--- config.mk ---
export PLATFORM = sky130hd
export DESIGN_NAME = enigma_sequencer_flat
export DESIGN_NICKNAME = d
export VERILOG_FILES = /design/src/rtl/enigma_sequencer_if.sv /design/src/rtl/enigma_sequencer.sv /design/src/flat_wrapper.sv
export SDC_FILE = /design/constraint.sdc
export NUM_CORES = 1
export LEC_CHECK = 0
export ABC_AREA = 1
export CAP_MARGIN = 10
export CORE_AREA = 2 2 84 86
export DETAILED_ROUTE_END_ITERATION = 16
export DIE_AREA = 0 0 86 88
export PLACE_DENSITY = 0.76
export SLEW_MARGIN = 20
export SYNTH_ARGS = -nofsm -noshare
export SYNTH_HDL_FRONTEND = slang
export SYNTH_SLANG_ARGS = --single-unit
--- constraint.sdc ---
create_clock -name clk_in -period 1.73 [get_ports clk_in]
set_clock_uncertainty 0.15 [all_clocks]
set_input_delay 0.346 -clock clk_in [delete_from_list [all_inputs] [get_ports clk_in]]
set_output_delay 0.346 -clock clk_in [all_outputs]
set_load 0.02 [all_outputs]
--- src/rtl/enigma_sequencer_if.sv ---
// -----------------------------------------------------------------------------
// enigma_sequencer_if
// Request/acknowledge bus between the sequencer and the shared encipher
// datapath.
//
// Handshake: the master raises enc_req_out and holds enc_char_out,
// enc_sel_out and enc_pos_out stable until it sees enc_ack_in high on a rising
// clock edge. An ack in the same cycle that req first rises counts. In the
// ack cycle the slave must present enc_result_in, and the master captures it
// on that edge. The master drops req in the next cycle. Any ack while req is
// low is ignored.
//
// Signals:
//   enc_req_out    master->slave  request, held until ack
//   enc_char_out   master->slave  plaintext letter (5 bits)
//   enc_sel_out    master->slave  rotor IDs {left,mid,right} (9 bits)
//   enc_pos_out    master->slave  rotor positions {left,mid,right} (15 bits)
//   enc_ack_in     slave->master  datapath done, result valid this cycle
//   enc_result_in  slave->master  ciphertext letter (5 bits)
// -----------------------------------------------------------------------------
interface enigma_sequencer_if;
  logic        enc_req_out;
  logic [4:0]  enc_char_out;
  logic [8:0]  enc_sel_out;
  logic [14:0] enc_pos_out;
  logic        enc_ack_in;
  logic [4:0]  enc_result_in;

  modport master (
    output enc_req_out, enc_char_out, enc_sel_out, enc_pos_out,
    input  enc_ack_in, enc_result_in
  );

  modport slave (
    input  enc_req_out, enc_char_out, enc_sel_out, enc_pos_out,
    output enc_ack_in, enc_result_in
  );
endinterface

--- src/rtl/enigma_sequencer.sv ---
// -----------------------------------------------------------------------------
// enigma_sequencer
// Central controller between the switch-decode front end and the shared
// encipher datapath. It latches the rotor selection and start positions,
// steps the rotors once per letter (including the middle-rotor double step),
// runs one req/ack transaction per letter and returns the ciphertext. Only one
// letter is in flight at a time.
//
// Optional feature macro: ENC_TIMEOUT_EN adds an ack watchdog. Without it,
// REQ waits indefinitely for ack.
//
// Ports:
//   clk_in            system clock
//   rst_in            asynchronous active-low reset
//   rotor_valid_in    pulse: apply rotor_select_in / rotor_initial_in
//   rotor_select_in   rotor IDs {left[8:6],mid[5:3],right[2:0]}, 0..4 = I..V
//   rotor_initial_in  start positions {left[14:10],mid[9:5],right[4:0]}
//   letter_valid_in   pulse: encipher char_in
//   char_in           plaintext letter 0..25
//   ready_out         high only in IDLE
//   char_valid_out    pulse: char_out valid
//   char_out          ciphertext letter
//   err_out           pulse on any error
//   err_code_out      last error (01 bad rotor, 10 bad char, 11 timeout), held
//   state_dbg_out     current FSM state (IDLE=0, STEP=1, REQ=2, OUT=3)
//   enc               encipher datapath bus (master side)
// -----------------------------------------------------------------------------
module enigma_sequencer #(
  parameter int N_LETTERS      = 26,
  parameter int TIMEOUT_CYCLES = 64
) (
  input  logic                 clk_in,
  input  logic                 rst_in,
  input  logic                 rotor_valid_in,
  input  logic [8:0]           rotor_select_in,
  input  logic [14:0]          rotor_initial_in,
  input  logic                 letter_valid_in,
  input  logic [4:0]           char_in,
  output logic                 ready_out,
  output logic                 char_valid_out,
  output logic [4:0]           char_out,
  output logic                 err_out,
  output logic [1:0]           err_code_out,
  output logic [1:0]           state_dbg_out,
  enigma_sequencer_if.master   enc
);

  localparam logic [4:0] LAST = 5'(N_LETTERS - 1);
  localparam logic [4:0] NL   = 5'(N_LETTERS);

  typedef enum logic [1:0] {
    S_IDLE = 2'd0,
    S_STEP = 2'd1,
    S_REQ  = 2'd2,
    S_OUT  = 2'd3
  } state_t;

  state_t      state_q, state_d;
  logic [8:0]  sel_q;
  logic [14:0] pos_q;
  logic [4:0]  char_q;
  logic [4:0]  result_q;
  logic [1:0]  err_code_q;
  logic        err_q;

  logic cfg_ok, cfg_bad, char_bad, accept, tmo_hit;

  // Notch position of each rotor type (I..V). The default is unreachable
  // because IDs above 4 are rejected at configuration time.
  function automatic logic [4:0] notch_of(input logic [2:0] id);
    case (id)
      3'd0:    notch_of = 5'd16;
      3'd1:    notch_of = 5'd4;
      3'd2:    notch_of = 5'd21;
      3'd3:    notch_of = 5'd9;
      3'd4:    notch_of = 5'd25;
      default: notch_of = 5'd0;
    endcase
  endfunction

  function automatic logic [4:0] wrap_inc(input logic [4:0] p);
    wrap_inc = (p == LAST) ? 5'd0 : p + 5'd1;
  endfunction

  // Position fields are 5 bits wide, so a single subtraction brings any
  // out-of-range value (26..31) back into 0..25.
  function automatic logic [4:0] reduce(input logic [4:0] p);
    reduce = (p > LAST) ? p - NL : p;
  endfunction

  // Rotor stepping. Both notch tests look at the pre-step positions; the
  // middle rotor also steps when it sits on its own notch (double step).
  logic [4:0] pos_l, pos_m, pos_r;
  logic       right_at_notch, mid_at_notch;
  logic [14:0] pos_stepped;

  assign pos_l = pos_q[14:10];
  assign pos_m = pos_q[9:5];
  assign pos_r = pos_q[4:0];
  assign right_at_notch = (pos_r == notch_of(sel_q[2:0]));
  assign mid_at_notch   = (pos_m == notch_of(sel_q[5:3]));
  assign pos_stepped = {
    mid_at_notch ? wrap_inc(pos_l) : pos_l,
    (right_at_notch || mid_at_notch) ? wrap_inc(pos_m) : pos_m,
    wrap_inc(pos_r)
  };

  logic bad_id;
  assign bad_id = (rotor_select_in[8:6] > 3'd4) ||
                  (rotor_select_in[5:3] > 3'd4) ||
                  (rotor_select_in[2:0] > 3'd4);

`ifdef ENC_TIMEOUT_EN
  localparam int CNT_W = $clog2(TIMEOUT_CYCLES) + 1;
  logic [CNT_W-1:0] tmo_cnt_q;
  logic             tmo_last;
  // tmo_cnt_q counts REQ cycles already spent; the last allowed cycle is
  // TIMEOUT_CYCLES-1, so err_out appears TIMEOUT_CYCLES cycles after REQ entry.
  assign tmo_last = (tmo_cnt_q == CNT_W'(TIMEOUT_CYCLES - 1));
`else
  // The watchdog limit is accepted but has no effect in this build.
  if (TIMEOUT_CYCLES > 0) begin : g_no_watchdog
  end
`endif

  // State register
  always_ff @(posedge clk_in or negedge rst_in) begin
    if (!rst_in) state_q <= S_IDLE;
    else         state_q <= state_d;
  end

  // Next-state and control decode
  always_comb begin
    state_d  = state_q;
    cfg_ok   = 1'b0;
    cfg_bad  = 1'b0;
    char_bad = 1'b0;
    accept   = 1'b0;
    tmo_hit  = 1'b0;
    case (state_q)
      S_IDLE: begin
        if (rotor_valid_in) begin
          if (bad_id) cfg_bad = 1'b1;
          else        cfg_ok  = 1'b1;
        end
        if (letter_valid_in) begin
          if (char_in > LAST) begin
            char_bad = 1'b1;
          end else begin
            accept  = 1'b1;
            state_d = S_STEP;
          end
        end
      end
      S_STEP: state_d = S_REQ;
      S_REQ: begin
        if (enc.enc_ack_in) begin
          state_d = S_OUT;
        end
`ifdef ENC_TIMEOUT_EN
        else if (tmo_last) begin
          tmo_hit = 1'b1;
          state_d = S_IDLE;
        end
`endif
      end
      S_OUT:   state_d = S_IDLE;
      default: state_d = S_IDLE;
    endcase
  end

  // Configuration, letter and result registers
  always_ff @(posedge clk_in or negedge rst_in) begin
    if (!rst_in) begin
      sel_q      <= {3'd0, 3'd1, 3'd2};
      pos_q      <= '0;
      char_q     <= '0;
      result_q   <= '0;
      err_code_q <= '0;
      err_q      <= 1'b0;
    end else begin
      err_q <= cfg_bad | char_bad | tmo_hit;
      // A bad char reported together with a bad config wins the code.
      if (cfg_bad)  err_code_q <= 2'b01;
      if (char_bad) err_code_q <= 2'b10;
      if (tmo_hit)  err_code_q <= 2'b11;
      if (cfg_ok) begin
        sel_q <= rotor_select_in;
        pos_q <= {reduce(rotor_initial_in[14:10]),
                  reduce(rotor_initial_in[9:5]),
                  reduce(rotor_initial_in[4:0])};
      end
      if (accept) char_q <= char_in;
      if (state_q == S_STEP) pos_q <= pos_stepped;
      if (state_q == S_REQ && enc.enc_ack_in) result_q <= enc.enc_result_in;
    end
  end

`ifdef ENC_TIMEOUT_EN
  always_ff @(posedge clk_in or negedge rst_in) begin
    if (!rst_in)                tmo_cnt_q <= '0;
    else if (state_q == S_REQ)  tmo_cnt_q <= tmo_cnt_q + 1'b1;
    else                        tmo_cnt_q <= '0;
  end
`endif

  // Request and bus contents are decoded from the state register so that an
  // asynchronous reset removes req immediately. The bus fields read as zero
  // outside REQ.
  logic in_req;
  assign in_req = (state_q == S_REQ);

  assign enc.enc_req_out  = in_req;
  assign enc.enc_char_out = in_req ? char_q : 5'd0;
  assign enc.enc_sel_out  = in_req ? sel_q  : 9'd0;
  assign enc.enc_pos_out  = in_req ? pos_q  : 15'd0;

  assign ready_out      = (state_q == S_IDLE);
  assign char_valid_out = (state_q == S_OUT);
  assign char_out       = result_q;
  assign err_out        = err_q;
  assign err_code_out   = err_code_q;
  assign state_dbg_out  = state_q;

endmodule

--- src/flat_wrapper.sv ---
// flat-port wrapper written by rule: the top's interface ports become plain ports
module enigma_sequencer_flat 
#(
  parameter int N_LETTERS      = 26,
  parameter int TIMEOUT_CYCLES = 64
)
  (clk_in, rst_in, rotor_valid_in, rotor_select_in, rotor_initial_in, letter_valid_in, char_in, ready_out, char_valid_out, char_out, err_out, err_code_out, state_dbg_out, enc_enc_req_out, enc_enc_char_out, enc_enc_sel_out, enc_enc_pos_out, enc_enc_ack_in, enc_enc_result_in);
  enigma_sequencer_if enc_i ();
  input  logic clk_in;
  input  logic rst_in;
  input  logic rotor_valid_in;
  input  logic [8:0] rotor_select_in;
  input  logic [14:0] rotor_initial_in;
  input  logic letter_valid_in;
  input  logic [4:0] char_in;
  output logic ready_out;
  output logic char_valid_out;
  output logic [4:0] char_out;
  output logic err_out;
  output logic [1:0] err_code_out;
  output logic [1:0] state_dbg_out;
  output wire logic [$bits(enc_i.enc_req_out)-1:0] enc_enc_req_out;
  output wire logic [$bits(enc_i.enc_char_out)-1:0] enc_enc_char_out;
  output wire logic [$bits(enc_i.enc_sel_out)-1:0] enc_enc_sel_out;
  output wire logic [$bits(enc_i.enc_pos_out)-1:0] enc_enc_pos_out;
  input wire logic [$bits(enc_i.enc_ack_in)-1:0] enc_enc_ack_in;
  input wire logic [$bits(enc_i.enc_result_in)-1:0] enc_enc_result_in;
  assign enc_enc_req_out = enc_i.enc_req_out;
  assign enc_enc_char_out = enc_i.enc_char_out;
  assign enc_enc_sel_out = enc_i.enc_sel_out;
  assign enc_enc_pos_out = enc_i.enc_pos_out;
  assign enc_i.enc_ack_in = enc_enc_ack_in;
  assign enc_i.enc_result_in = enc_enc_result_in;
  enigma_sequencer #(.N_LETTERS(N_LETTERS), .TIMEOUT_CYCLES(TIMEOUT_CYCLES)) u_core (.clk_in(clk_in), .rst_in(rst_in), .rotor_valid_in(rotor_valid_in), .rotor_select_in(rotor_select_in), .rotor_initial_in(rotor_initial_in), .letter_valid_in(letter_valid_in), .char_in(char_in), .ready_out(ready_out), .char_valid_out(char_valid_out), .char_out(char_out), .err_out(err_out), .err_code_out(err_code_out), .state_dbg_out(state_dbg_out), .enc(enc_i));
endmodule
==> results of run 1 <==
==> layer usage <==
layer  part of all wire (%)  vias to the layer above  GRT usage, %
met1                     40                     1563          24.6
li1                       -                     1599             -
met4                    1.1                        0          5.77
met5                      0                        -             0
met3                    5.3                       13          5.18
met2                     54                       90          39.7
==> logic make-up after synthesis <==
| kind of cell | after synthesis |
|---|---|
| flip-flops | 39 |
| AND/OR/NAND/NOR | 222 |
| XOR/XNOR | 5 |
| adder cells (fa/ha/maj) | 14 |
| multiplexers | 8 |
| AO/OA/AOI/OAI | 44 |
| buffers and inverters | 79 |
==> path summary, 6_finish.rpt <==
check | cells past startpoint | startpoint | endpoint | slack, ns
worst min-delay path | 2 | u_core.err_code_out[1]$_DFFE_PN0P_ | u_core.err_code_out[1]$_DFFE_PN0P_ | 0.33
worst min register to register | 2 | u_core.err_code_out[1]$_DFFE_PN0P_ | u_core.err_code_out[1]$_DFFE_PN0P_ | 0.33
max in group asynchronous | 3 | rst_in | u_core.sel_q[1]$_DFFE_PN1P_ | 0.77
worst max-delay path | 13 | u_core.state_dbg_out[1]$_DFFE_PN0P_ | u_core.pos_q[6]$_DFFE_PN0P_ | -0.22
worst max register to register | 13 | u_core.state_dbg_out[1]$_DFFE_PN0P_ | u_core.pos_q[6]$_DFFE_PN0P_ | -0.22
min in group asynchronous | 3 | rst_in | u_core.char_out[0]$_DFFE_PN0P_ | 0.39
==> metrics by stage <==
stage	instance area, um2	total power (uW)	hold slack, ns	utilization (%)	setup WS [ns]
finish	4950	8600	0.330	74.5	-0.223
global route	4950	9200	0.366	74.5	-0.323
CTS	4480	7600	0.338	67.4	-0.176
detailed placement	4170	6470	0.184	62.8	-0.416
global placement	4170	6330	0.182	62.8	-0.334
floorplan	2870	4480	-0.0996	-	0.0115
==> power by group <==
group	switching [uW]	total [uW]	internal (uW)	leakage [uW]
logic	3290	6140	2850	0.00218
clock network	337	701	365	0.0000515
registers	377	1760	1380	0.000466
==> flip-flops by register name (all words and copies together), names as in the netlist <==
signal	count
u_core.sel_q	9
u_core.err_code_out	2
u_core.pos_q	15
u_core.state_dbg_out	2
u_core.char_q	5
u_core.err_out	1
u_core.char_out	5
==> layout make-up <==
| cell class | count | area share [%] |
|---|---|---|
| multi-input combinational | 293 | 38.8 |
| timing repair buffer | 155 | 31.6 |
| inverter | 71 | 5.69 |
| clock buffer | 8 | 2.02 |
| tap | 80 | 2.02 |
| sequential | 39 | 19.8 |
==> synth_stat cells (2+ instances only) <==
cell type,number,area (um2)
sky130_fd_sc_hd__clkbuf_1,4,15.0
sky130_fd_sc_hd__o22ai_1,2,12.5
sky130_fd_sc_hd__nand3_1,31,155
sky130_fd_sc_hd__nand2_1,145,544
sky130_fd_sc_hd__o211ai_1,4,30.0
sky130_fd_sc_hd__inv_1,63,236
sky130_fd_sc_hd__buf_2,2,10.0
sky130_fd_sc_hd__nand2_4,3,33.8
sky130_fd_sc_hd__a21oi_1,10,50.1
sky130_fd_sc_hd__nor2_4,2,22.5
sky130_fd_sc_hd__ha_1,14,175
sky130_fd_sc_hd__o21ai_1,2,10.0
sky130_fd_sc_hd__nor2_1,19,71.3
sky130_fd_sc_hd__o21ai_0,24,120
sky130_fd_sc_hd__inv_2,8,30.0
sky130_fd_sc_hd__nand2_2,7,43.8
sky130_fd_sc_hd__dfrtp_1,37,926
sky130_fd_sc_hd__nand4_1,8,50.1
sky130_fd_sc_hd__xor2_1,4,35.0
sky130_fd_sc_hd__a31oi_1,2,12.5
sky130_fd_sc_hd__mux2_2,8,90.1
sky130_fd_sc_hd__dfstp_2,2,52.6
sky130_fd_sc_hd__nand3_2,3,30.0
==> timing repair <==
| action | CTS | global route |
|---|---|---|
| cloned | 1 | 2 |
| pin swaps | 11 | 21 |
| endpoints found under the setup margin | 54 | 67 |
| endpoints found under the hold margin | 37 | 0 |
| setup buffers | 8 | 8 |
| gates resized for setup | 237 | 130 |
| hold buffers | 1 | 0 |
==> worst max-delay path, stage by stage, from the launching register on <==
cell,delay [ns]
sky130_fd_sc_hd__dfrtp_2,0.44
sky130_fd_sc_hd__buf_6,0.13
sky130_fd_sc_hd__buf_6,0.11
sky130_fd_sc_hd__inv_6,0.06
sky130_fd_sc_hd__ha_4,0.16
sky130_fd_sc_hd__inv_6,0.05
sky130_fd_sc_hd__nor2_4,0.07
sky130_fd_sc_hd__nand3_2,0.09
sky130_fd_sc_hd__nor2_4,0.14
sky130_fd_sc_hd__nand2_4,0.09
sky130_fd_sc_hd__buf_6,0.15
sky130_fd_sc_hd__nand3_4,0.12
sky130_fd_sc_hd__nand2_1,0.07
sky130_fd_sc_hd__nand2_1,0.07
==> results list, run 1 <==
- The flow ran to the end, but the final reports show violations.
* Failing checks: negative setup slack
- For this block, the via count after detailed routing is 3265.
- Unrepaired setup endpoints after global routing: true
- Counting along the longest clock path gives a buffer depth of 2.
- Using the TritonRoute via totals, the vias-per-cell ratio works out to 5.05.
* Count of different cell masters after synthesis: 30
- The worst setup path is launched from a flip-flop.
- Max-capacitance violation count: 0
* Final worst-path cycle share: 113%
- The worst path in the final design needs a cycle of 1.95 ns, including I/O delays and setup.
- Async S/R FF share, synth: 100%
* Max Fclk: 512 MHz
* Most frequent standard cell in the layout excluding fill and tap cells: sky130_fd_sc_hd__nand2_1
- Vias in the first global route: 3128
- Row generation in the floorplan step produced 30 rows.
- Total routed wirelength: 9020 um
* DRC violation count after routing: 0
- TritonCTS created 5 clock buffers.
- Vertical extent of the die: 88 um
- In the final layout, flip-flops and latches occupy 981 um2.
- Global routing finished with a remaining overflow of 0.
- Leading cell types in the layout, fill and taps excluded: sky130_fd_sc_hd__nand2_1, sky130_fd_sc_hd__buf_6, sky130_fd_sc_hd__buf_4
- Post-layout instance count excluding filler cells: 646
- Net count reported at finish: 618
* Maximum net fanout on the critical path: 5
- Synth Area in XOR/XNOR: 1.55%
- After clock tree synthesis, the clock-pin slew on the worst setup and hold paths is 0.08 ns.
- Number of antenna violations at the first check in global routing: 0
- The worst setup path is captured at a flip-flop.
- Total Negative Setup Slacks: -6.63 ns
* Core footprint: 6640 um2
- Summed over all cells, the static leakage comes to 0.00269 uW.
- Worst-Skew Late Latency: 0.30 ns
* Arrival time of data at the critical path endpoint: 2.04 ns
- During synthesis, Yosys emitted a total of 0 warnings.
- After Yosys synthesis, full adders, half adders and majority gates account for 6.21% of the synthesized area.
- The final-report hold violation count came to 0.
- Number of synthesized flops with an enable pin: 0
- Number of nets still failing antenna checks after routing: 0
- Width of the die: 86 um
- The area growth from synthesis to layout is 75.4%.
- Synthesis produced a netlist whose cell count is 411.
* Proportion of layout cells with a drive suffix above 1: 43.5%
- Counting the fill cells in the layout gives 463.
- The most used flip-flop cell after synthesis is sky130_fd_sc_hd__dfrtp_1.
* Synth Net Count: 464
- Across the VDD grid, the largest voltage drop is 0.00131 V.
- Summing the sequential cell areas from Yosys gives 34.7% of the chip area.
* CTS tree: yes
* Wire length of the first global-routing pass: 13100 um
* Fraction of the mapped netlist area in compound gates: 8.34%
* # diodes: 0
- Main combinational cell family by area after synthesis: simple AND/OR/NAND/NOR gates
* Worst setup path category: flip-flop to flip-flop
- Count of endpoints failing setup in the final report: 59
* Average size of a mapped cell: 6.86 um2
- For this configuration, the core starts out at a cell density of 42.5%.
* Transition at the pin with the smallest max-transition slack: 0.290 ns
* Total clock sinks: 39
- Post-synthesis instance area: 2820 um2
* Number of DRC markers after the initial detailed-route iteration: 134
- The count of buffers added on input and output ports is 80.
* Worst Setup Slack, final: -0.223 ns
- Across every metal layer, demand over resource in global routing totals 21.4%.
- The number of placed instances, taps included, is 619.
* Maximum number of pins on one net before global-route repair: 40
- Class of the worst hold path: flip-flop to flip-flop
* Die ar.: 7570 um2
- Power spread over the standard cell area amounts to 1740 nW/um2.
* Wire length per cell: 14.0 um
- CTS built an H-tree with a depth of 2.
- Pin placement for this block handled 81 I/O pins.
- The worst pin sits at a relative slew slack of 80.4%.
- Last weighted congestion value of the routability-driven placer: 0.853
* Synth Register Bits: 39
* Count of TritonRoute iterations in the first routing pass: 4
- Fraction of the mapped netlist area in simple logic gates: 35.0%
- Detailed placement ended at an HPWL of 5780 um.
- For the worst setup path, the data required time is 1.82 ns.
- The portion of synthesized area spent on multiplexers is 3.19%.
* Area taken by multi-input logic gates: 1920 um2
* Max-slew violations: 0
- The tree is rooted in a sky130_fd_sc_hd__clkbuf_8.
No activity file was read; power rests on OpenSTA's default activity.
==> run 2, diff against run 1 <==
RECOVER_POWER = 100   (was not set)
SETUP_SLACK_MARGIN = 0.5   (was not set)
SKIP_CTS_REPAIR_TIMING = 1   (was not set)
==> run 2 against run 1 <==
Compared with the run above:
- the flow still finishes with violations (negative setup slack)
- non-clock buffer count fell by 13
- clock power fell by 17%
- sequential share of layout area rose by 2.1 points
- highest routed layer unchanged
- die area did not move
- hold slack got worse by 0.14 ns
- power fell by 11%
- register-to-register slack improved by 0.09 ns
- combinational power fell by 14%
- worst setup slack improved by 0.039 ns
- global-route usage fell by 1.2 points
==> results list, run 2 (synthesized netlist as in run 1, its figures left out) <==
- Number of nets still failing antenna checks after routing: 0
- In this run the core area contains 30 standard-cell rows.
* Total routed wirelength: 7860 um
- The top cell types in the final layout, fill and taps aside, are sky130_fd_sc_hd__nand2_1, sky130_fd_sc_hd__buf_4, sky130_fd_sc_hd__inv_2, sky130_fd_sc_hd__dfrtp_1.
- Bufs on Longest Clock Path: 2
- Area growth syn-to-layout: 58.8%
* Effective utilization at floorplan: 42.5%
* Total Negative Setup Slacks: -6.03 ns
- For the worst-skew pair, the clock arrives at the later sink with an insertion delay of 0.28 ns.
- Post-layout min period: 1.91 ns
- After the last flow step, the layout net total stands at 605.
* Slew headroom: 34.8%
- Startpoint class of the critical path: flip-flop
- Most flop-heavy register: u_core.pos_q
- Sequential power share: 23.0%
- The library cell used most frequently in the layout, excluding fill and tap cells, is sky130_fd_sc_hd__nand2_1.
* FF+latch area: 981 um2
* Max-slew violations: 0
- STA classifies the critical path endpoint as an output port.
- Transition at the pin with the smallest max-transition slack: 0.979 ns
- Largest registers: u_core.pos_q: 15 flops, u_core.sel_q: 9 flops
- The clock network is responsible for 7.6% of the overall power.
- Proportion of layout cells with a drive suffix above 1: 42.4%
- Summed over all nets, the half-perimeter wirelength after detailed placement is 5870 um.
* Count of TritonRoute iterations in the first routing pass: 4
- Quantity of I/O buffers inserted on ports: 80
- For this run, design rule violations remaining after detail routing come to 0.
- Across all setup checks in the final design, the least slack found is -0.184 ns.
- From left edge to right edge, the die measures 86 um.
- Wire length of the first global-routing pass: 12400 um
- Internal Pwr Total: 3950 uW
- The floorplan step set the die height to 88 um.
* CTS buffer count: 5
* Area taken by multi-input logic gates: 1830 um2
* Final Hold Violating Endpoints: 0
- Max Fclk: 522 MHz
* Arrival time of data at the critical path endpoint: 1.42 ns
- Max FFs per register: 15
* Count of endpoints failing setup in the final report: 59
- Filler instances: 581
- The via count of the first global-routing pass came to 2981.
- Routability-driven placement finished with a final weighted congestion of 0.910.
- For the worst setup path, the data required time is 1.23 ns.
- Clock tree synthesis found a total of 39 sinks.
- Counting tap cells, the placed design contains a total of 617 instances.
- Flop-to-flop setup slack: -0.13 ns
- The run finished, with violations left.
* CTS H-Tree Depth: 2
- Detailed-routed wire length on met3: 443 um
* Number of antenna violations at the first check in global routing: 0
- In this run the worst path has a maximum fanout of 8.
* Vias per cell: 4.93
- Prior to clock tree synthesis, the placed netlist has a worst setup slack of -0.413 ns.
- The detailed router used layers up to and including met4.
- The most critical setup path has its endpoint at enc_enc_sel_out[7].
- In this run, the combinational gates consume 69.3% of the power.
- Total track usage: 20.2%
* Worst Reg2Reg Path Length in Cells: 9
- In this run the count of I/O pins placed on the die edge is 81.
- Post-layout instance count excluding filler cells: 632
* Cell at the root of the clock tree: sky130_fd_sc_hd__clkbuf_8
- In the finished design, the share of the clock period the worst path needs comes to 111%.
- Cell area power density: 1710 nW/um2
- Clock-pin slew reported for the worst setup and hold paths after clock tree synthesis: 0.08 ns
* # diodes: 0
- Core footprint: 6640 um2
- Sum of met2 wire segment lengths after detailed routing: 4100 um
- Largest vdd supply drop: 0.00110 V
* Failing checks: negative setup slack
* Global route overflow: 0
* Die ar.: 7570 um2
* Switching share of power: 48.3%
- Net switching power: 3700 uW
- Max-cap violations in this run came to 0.
- Launching instance or port of the critical path: u_core.state_dbg_out[1]$_DFFE_PN0P_
- The worst hold path belongs to the class input port to flip-flop.
- The analysis attributes to cell leakage a power of 0.00247 uW.
- Total via count after detailed routing: 3114
- Entering global routing, the biggest net connects 40 pins.
* CTS tree: yes
- Wire length per cell: 12.4 um
- Worst setup path category: flip-flop to output port
* Metal-1 WL: 3240 um
* Number of DRC markers after the initial detailed-route iteration: 169
- The endpoint identified for the worst register-to-register timing path is u_core.pos_q[0]$_DFFE_PN0P_.
- Worst R2R Start: u_core.state_dbg_out[1]$_DFFE_PN0P_
* Unrepaired setup endpoints after global routing: true
## run 2: changes by cell type in the layout (fill, tap and decap cells not counted), sizes merged
cell,delta
clkdlybuf4s50,-4
clkinv,+1
inv,-1
dlygate4sd2,-9
dlymetal6s2s,+4
buf,-32
clkbuf,+27
## run 2: worst min path at each step
stage | depth (start not counted) | from | slack, ns | end
floorplan | 0 | rst_in | -0.1 | u_core.char_out[0]$_DFFE_PN0P_
global placement | 2 | rst_in | 0.18 | u_core.char_out[0]$_DFFE_PN0P_
detailed placement | 2 | rst_in | 0.19 | u_core.char_out[0]$_DFFE_PN0P_
CTS | 2 | rst_in | -0.13 | u_core.char_out[0]$_DFFE_PN0P_
global route | 2 | char_in[4] | 0.20 | u_core.char_q[4]$_DFFE_PN0P_
finish | 2 | char_in[4] | 0.19 | u_core.char_q[4]$_DFFE_PN0P_
## run 2: power by group through the flow
stage                     combinational [uW]  sequential (uW)  clock, uW
final                                   5300             1760        585
after detailed placement                5130             1770          0
after global routing                    5830             1820        643
after global placement                  5010             1750          0
after CTS                               5170             1750        601
after floorplan                         3050             2000          0
## run 2: area by class of cell
type	instances	area share, %
sequential	39	21.9
multi-input combinational	293	40.9
tap	80	2.23
inverter	71	6.45
timing repair buffer	142	26.8
clock buffer	7	1.70
## run 2: critical path: stages (launching register included)
cell and delay, ns:
sky130_fd_sc_hd__dfrtp_2 0.41, sky130_fd_sc_hd__buf_6 0.12, sky130_fd_sc_hd__ha_4 0.18, sky130_fd_sc_hd__clkbuf_16 0.19
sky130_fd_sc_hd__nand2_4 0.08, sky130_fd_sc_hd__inv_4 0.03, sky130_fd_sc_hd__buf_6 0.11
## run 2: metal layers
metal / global-route usage (%) / vias to the layer above
met4: 4.62 / 0
met3: 4.52 / 6
met2: 37.4 / 90
li1: - / 1568
met1: 23.9 / 1450
met5: 0 / -
## run 2: metrics by stage
stage	hold slack, ns	instance area, um2	total power (uW)	utilization, %
after CTS	-0.127	4370	7520	65.8
after detailed placement	0.186	4300	6900	64.7
after global routing	0.202	4480	8290	67.4
after floorplan	-0.0996	3090	5050	-
final	0.193	4480	7650	67.4
after global placement	0.179	4300	6760	64.7
